==> src/rtl/exception_controller_pkg.sv <==
// Shared exception constants: cause codes and controller FSM encoding,
// used by both the exception detector and the exception controller.
package exception_controller_pkg;

    localparam logic [2:0] CAUSE_NONE     = 3'd0;
    localparam logic [2:0] CAUSE_OPCODE   = 3'd1;
    localparam logic [2:0] CAUSE_FUNCT    = 3'd2;
    localparam logic [2:0] CAUSE_REGADDR  = 3'd3;
    localparam logic [2:0] CAUSE_OVERFLOW = 3'd4;

    typedef logic [2:0] state_t;

    localparam state_t ST_IDLE     = 3'd0;
    localparam state_t ST_FLUSH    = 3'd1;
    localparam state_t ST_REDIRECT = 3'd2;
    localparam state_t ST_HANDLER  = 3'd3;
    localparam state_t ST_RETURN   = 3'd4;

    localparam logic [2:0] FLUSH_ALL   = 3'b111;
    localparam logic [2:0] FLUSH_IF_ID = 3'b001;

    function automatic logic [7:0] sat_inc8(input logic [7:0] value);
        return (value == 8'hFF) ? value : value + 8'd1;
    endfunction

endpackage

==> src/rtl/exception_controller.sv <==
// Non-nesting exception controller: flushes the pipeline, redirects to the
// handler, and returns to the instruction after the faulting PC on eret.
module exception_controller
    import exception_controller_pkg::*;
#(
    parameter int                  PC_WIDTH     = 6,
    parameter logic [PC_WIDTH-1:0] HANDLER_ADDR = 6'd48,
    parameter int                  FLUSH_CYCLES = 3
) (
    input  logic                clk,
    input  logic                rst,
    input  logic [2:0]          exc_cause,
    input  logic [PC_WIDTH-1:0] exc_pc,
    input  logic                eret,
    output logic [2:0]          flush,
    output logic                pc_sel,
    output logic [PC_WIDTH-1:0] pc_target,
    output logic                exc_clear,
    output logic [PC_WIDTH-1:0] epc,
    output logic [2:0]          cause,
    output logic                in_handler,
    output logic [7:0]          exc_count
);

    localparam logic [2:0] FLUSH_INIT = 3'(FLUSH_CYCLES - 1);

    state_t              state_reg;
    logic [2:0]          flush_cnt_reg;
    logic [PC_WIDTH-1:0] epc_reg;
    logic [2:0]          cause_reg;
    logic [7:0]          exc_count_reg;

    always_ff @(posedge clk) begin
        if (rst) begin
            state_reg     <= ST_IDLE;
            flush_cnt_reg <= 3'd0;
            epc_reg       <= '0;
            cause_reg     <= CAUSE_NONE;
            exc_count_reg <= 8'd0;
        end else begin
            case (state_reg)
                ST_IDLE: begin
                    // An exception wins over a stray eret arriving in the same cycle.
                    if (exc_cause != CAUSE_NONE) begin
                        epc_reg       <= exc_pc;
                        cause_reg     <= exc_cause;
                        exc_count_reg <= sat_inc8(exc_count_reg);
                        flush_cnt_reg <= FLUSH_INIT;
                        state_reg     <= ST_FLUSH;
                    end
                end
                ST_FLUSH: begin
                    if (flush_cnt_reg == 3'd0) begin
                        state_reg <= ST_REDIRECT;
                    end else begin
                        flush_cnt_reg <= flush_cnt_reg - 3'd1;
                    end
                end
                ST_REDIRECT: state_reg <= ST_HANDLER;
                ST_HANDLER: begin
                    if (eret) begin
                        state_reg <= ST_RETURN;
                    end
                end
                ST_RETURN: state_reg <= ST_IDLE;
                default:   state_reg <= ST_IDLE;
            endcase
        end
    end

    // Strobes decode from registered state only, so no input reaches an output.
    always_comb begin
        flush      = 3'b000;
        pc_sel     = 1'b0;
        pc_target  = '0;
        exc_clear  = 1'b0;
        in_handler = 1'b0;
        case (state_reg)
            ST_FLUSH: flush = FLUSH_ALL;
            ST_REDIRECT: begin
                pc_sel    = 1'b1;
                pc_target = HANDLER_ADDR;
                exc_clear = 1'b1;
            end
            ST_HANDLER: in_handler = 1'b1;
            ST_RETURN: begin
                pc_sel    = 1'b1;
                pc_target = epc_reg + PC_WIDTH'(1);
                flush     = FLUSH_IF_ID;
            end
            default: ;
        endcase
    end

    assign epc       = epc_reg;
    assign cause     = cause_reg;
    assign exc_count = exc_count_reg;

endmodule
==> config.mk <==
export PLATFORM = sky130hd
export DESIGN_NAME = exception_controller
export DESIGN_NICKNAME = d
export VERILOG_FILES = /design/src/rtl/exception_controller_pkg.sv /design/src/rtl/exception_controller.sv
export SDC_FILE = /design/constraint.sdc
export NUM_CORES = 1
export LEC_CHECK = 0
export BUFFER_PORTS_ARGS = -buffer_cell sky130_fd_sc_hd__buf_2
export CAP_MARGIN = 10
export CORE_ASPECT_RATIO = 2
export CORE_MARGIN = 4
export CORE_UTILIZATION = 44
export DETAILED_ROUTE_END_ITERATION = 12
export PLACE_DENSITY = 0.74
export SYNTH_ARGS = -nofsm -noshare
export SYNTH_HDL_FRONTEND = slang
export SYNTH_SLANG_ARGS = --single-unit
==> constraint.sdc <==
create_clock -name clk -period 1.4 [get_ports clk]
set_input_delay 0.28 -clock clk [delete_from_list [all_inputs] [get_ports clk]]
set_output_delay 0.28 -clock clk [all_outputs]
set_load 0.005 [all_outputs]
After elaboration in Yosys (flattened, before gate mapping)
Index checks and enable logic that the tools add are counted.
{"block": "word_totals", "ff_bits": 23, "out_inout_bits": 29, "elab_cells": 39}
{"block": "classes", "add_sub_neg": 3, "n_eq_ne": 9, "mux": 12, "bitwise": 1, "n_reduce_logical": 9}
{"operator": "$mux W3", "count": 5}
{"operator": "$pmux W3 S2", "count": 2}
{"operator": "$pmux W3 S4", "count": 1}
{"operator": "$pmux W6 S2", "count": 1}
{"operator": "$reduce_and A3 Y1", "count": 3}
{"operator": "$add A8 B1 Y8 const B", "count": 1}
{"operator": "$eq A8 B8 Y1 const B", "count": 1}
{"operator": "$ne A2 B2 Y1 const B", "count": 4}
{"operator": "$add A6 B1 Y6 const B", "count": 1}
{"operator": "$eq A3 B2 Y1 const B", "count": 2}
{"operator": "$logic_not A3 Y1", "count": 2}
{"operator": "$eq A3 B1 Y1 const B", "count": 1}
{"operator": "$eq A3 B3 Y1 const B", "count": 1}
{"operator": "$mux W1", "count": 3}
{"operator": "$reduce_bool A3 Y1", "count": 1}
{"operator": "$sub A3 B1 Y3 const B", "count": 1}
{"operator": "$reduce_and A2 Y1", "count": 1}
{"operator": "$reduce_bool A2 Y1", "count": 1}
{"operator": "$reduce_or A2 Y1", "count": 1}
{"operator": "$not A1 Y1", "count": 1}

Depth between registers and ports, before layout
{"block": "logic_depth", "depth_word": 3, "mapped_depth": 6}

Least setup slack after synthesis
OpenSTA, ideal clock, no wires.
{"block": "synth_timing", "path_kind": "register -> register", "start": "register state_reg[0]", "end": "register exc_count_reg[5] (netlist: exc_count[5])", "setup_ps": 132, "arrival_ps": 1335, "slack_ps": -67, "stages_incl_launch_ff": 6, "synth_period_minus_slack_ps": 1467, "path_cell_list": "dfxtp_1 buf_6 or3_4 nor3_4 a41o_1 a21oi_1"}
{"block": "synth_between", "elab_chain_cells": 2}
{"item": "start: declaration", "line_no": "exception_controller.sv:27", "rtl": "state_t state_reg;"}
{"item": "start signal: assignment", "line_no": "exception_controller.sv:35", "rtl": "state_reg <= ST_IDLE;"}
{"item": "start signal: assignment", "line_no": "exception_controller.sv:49", "rtl": "state_reg <= ST_FLUSH;"}
{"item": "start signal: assignment", "line_no": "exception_controller.sv:54", "rtl": "state_reg <= ST_REDIRECT;"}
{"item": "$logic_not A3 Y1", "line_no": "exception_controller.sv:41", "rtl": "case (state_reg)"}
{"item": "$reduce_and A3 Y1 (no source line)"}
{"item": "end signal: assignment", "line_no": "exception_controller.sv:47", "rtl": "exc_count_reg <= sat_inc8(exc_count_reg);"}
{"item": "end: declaration", "line_no": "exception_controller.sv:31", "rtl": "logic [7:0] exc_count_reg;"}
Every way passes these cells.
A chain may end at the register's enable or synchronous reset.

Final worst setup path
{"block": "layout_timing", "start": "register epc_reg[1] (netlist: epc[1])", "end": "output port pc_target[5]"}
{"block": "layout_between", "elab_chain_cells": 2}
{"item": "start: declaration", "line_no": "exception_controller.sv:29", "rtl": "logic [PC_WIDTH-1:0] epc_reg;"}
{"item": "start signal: assignment", "line_no": "exception_controller.sv:45", "rtl": "epc_reg <= exc_pc;"}
{"item": "$add A6 B1 Y6", "line_no": "exception_controller.sv:88", "rtl": "pc_target = epc_reg + PC_WIDTH'(1);"}
{"item": "$pmux W6 S2", "line_no": "exception_controller.sv:78", "rtl": "case (state_reg)"}
{"item": "end: declaration", "line_no": "exception_controller.sv:17", "rtl": "output logic [PC_WIDTH-1:0] pc_target,"}
Every way passes these cells.

==> impl_metrics.ini <==
[placement]
hpwlAfterDp_um = 2420
placed_cell_area_sq_um = 1560
place.gp.congestion = 0.805
place_ws_ns = -0.0605
portBuffers = 40
place_inst = 228

[flow_run]
cap_violations = 0

[yosys]
ys_seq_area_share_pct = 37.3
syn-instance-count = 146
synth_ff_type = dfxtp_1
postSynthAreaPerCell_sq_um = 8.45
ys_ff_latch = 23
async_reset_ff_share_pct = 0
synth_edf_count = 0
yosysTopAreaCell = dfxtp_1
syn_nets = 162
synth_cell_types = 39
ys_warn_count = 0
yosysTopAreaCellShare_pct = 37.3
synthTopCellsByArea = dfxtp_1, nand2_1, a21oi_1
synth.cell_area_sq_um = 1230

[power_and_ir_drop]
switching_share_pct = 35.3
p_leak_nw = 0.868
clkPwrFrac_pct = 16.2
powerDensity_nw_per_um2 = 1320
ir_worst_vdd_mv = 0.890
p_sw_uw = 887
intPower_mw = 1.62
seq_power_share_pct = 36.0
combPwrFrac_pct = 47.8

[hold_path]
hold_path.class = in2reg

[floorplan]
pin_count = 41
dieWidth_um = 45.4
start_util_pct = 45.1
row_count = 27
core-area_sq_um = 2740
dieArea_sq_um = 3770
die_height_um = 82.9

[status]
outcome = finished, violations left
violations = setup timing

[grt]
grt_pass1_vias = 1333
grt.total_usage_pct = 17.7
grt_overflow_total = 0
antenna_found_initial = 0
grt_max_degree = 24
grt_pass1_wl_um = 5260

[route]
avgViaCountPerCell = 5.37
drt_pre_antenna_iters = 4
wire_per_inst_um = 13.9
routed_wl_um = 3350
ant_nets = 0
drc = 0
drt_iter0_markers = 20
vias = 1295

[cells_and_area]
layout_common_cells = buf_2, buf_4, nand2_1, dfxtp_1
largest_reg_flops = 8
layout-drive-gt1-share_pct = 54.7
stdcell_area_sq_um = 1900
antenna_cells = 0
syn_to_final_growth_pct = 54.1
instances_no_fill = 241
nets = 229
final_util_pct = 69.5
layout_commonest_cell = buf_2

[clocking]
cts_made_buffers = 3
clkTransAtPathRegs_ns = 0.08
htree_levels = 1
cts_max_path_buffers = 2
clock_latency_ns = 0.26
cts.sinks = 23
cts_tree = built
cts_root_buffer = clkbuf_8
holdBufCountCts = 0

[critical_path]
crit_fanout = 3
worstPathArrival_ns = 1.27
cp.required_ns = 1.12
critPathLaunchType = register
crit_type = reg2out
timing.critical_path.to_type = output port
rrSetupSlack_ns = -0.06

[timing]
relSlewSlack_pct = 67.9
rsz0062_at_grt = yes
max_freq_ghz = 0.646
finalCritPeriodShare_pct = 110
timing.final.crit_period_ns = 1.55
maxSlewViolCount = 0
hold-worst-slack_ns = 0.247
hold_violations = 0
setup_ws_ns = -0.147
setup_viol_count_final = 12
max_slew.worst_pin.slew_ns = 0.482
fin_worst_skew_ns = 0.00356
-- through the flow --
stage / power (mW) / setup TNS (ns)
after floorplan: 1.39 / 0
after global placement: 1.71 / -0.0533
after detailed placement: 1.74 / -0.292
after CTS: 2.30 / -0.779
after global routing: 2.68 / -2.06
final: 2.51 / -0.824
-- per-layer routing --
metal | up-vias | GRT usage (%) | wire length (um)
li1 | 644 | - | -
met1 | 597 | 17.5 | 1160
met2 | 42 | 33.1 | 1970
met3 | 12 | 2.17 | 165
met4 | 0 | 8.00 | 62
met5 | - | 0 | 0
-- cell type report --
type	count	area [sq um]
fillers	208	836
flip-flops and latches	23	484
clock buffers	4	45.0
inverters	8	30.0
repair buffers	70	484
multi-input cells	107	821
well taps	29	36.3
-- path summary, 6_finish.rpt --
kind	from	to	cells past startpoint
worst min-delay path	exc_pc[1]	epc[1]	3
worst min register to register	epc[5]	epc[5]	2
worst max register to register	state_reg[0]	exc_count[7]	4
worst max-delay path	epc[1]	pc_target[5]	5
-- worst max-delay path, stage by stage (launching register included) --
cell	delay [ns]
dfxtp_4	0.37
and3_4	0.19
nand3_2	0.07
xor2_1	0.14
o21ai_1	0.11
buf_2	0.12
-- power by group through the flow --
| stage | clock network, mW | registers [mW] | logic, mW |
|---|---|---|---|
| after floorplan | 0 | 0.855 | 0.536 |
| after global placement | 0 | 0.858 | 0.848 |
| after detailed placement | 0 | 0.868 | 0.872 |
| after CTS | 0.418 | 0.877 | 1.01 |
| after global routing | 0.433 | 0.915 | 1.33 |
| final | 0.407 | 0.903 | 1.20 |
-- Yosys cell counts, drive strengths merged (2+ instances only) --
library cell,n
a22oi,3
mux2i,2
a211oi,2
xnor2,2
or3,3
nand4,4
ha,4
nor3b,2
clkbuf,4
dfxtp,23
a41o,2
nor3,9
and3,4
nand2,22
nor2,15
a21oi,12
inv,8
o21ai,5
xor2,3
nand3,5
buf,4
-- repair_timing --
action,4_1_cts,5_1_grt
gates cloned,0,0
buffers inserted,6,3
pin swaps,6,22
setup endpoints to repair,21,26
gates resized for setup,26,38
-- cells by family after synthesis --
kind of cell             after synthesis  synth area share [%]
AO/OA/AOI/OAI                         28                  14.5
flip-flops                            23                  37.3
XOR/XNOR                               5                  3.55
buffers and inverters                 16                  8.21
AND/OR/NAND/NOR                       68                  30.7
adder cells (fa/ha/maj)                4                  4.06
multiplexers                           2                  1.62
(Power assumes the default switching activity.)
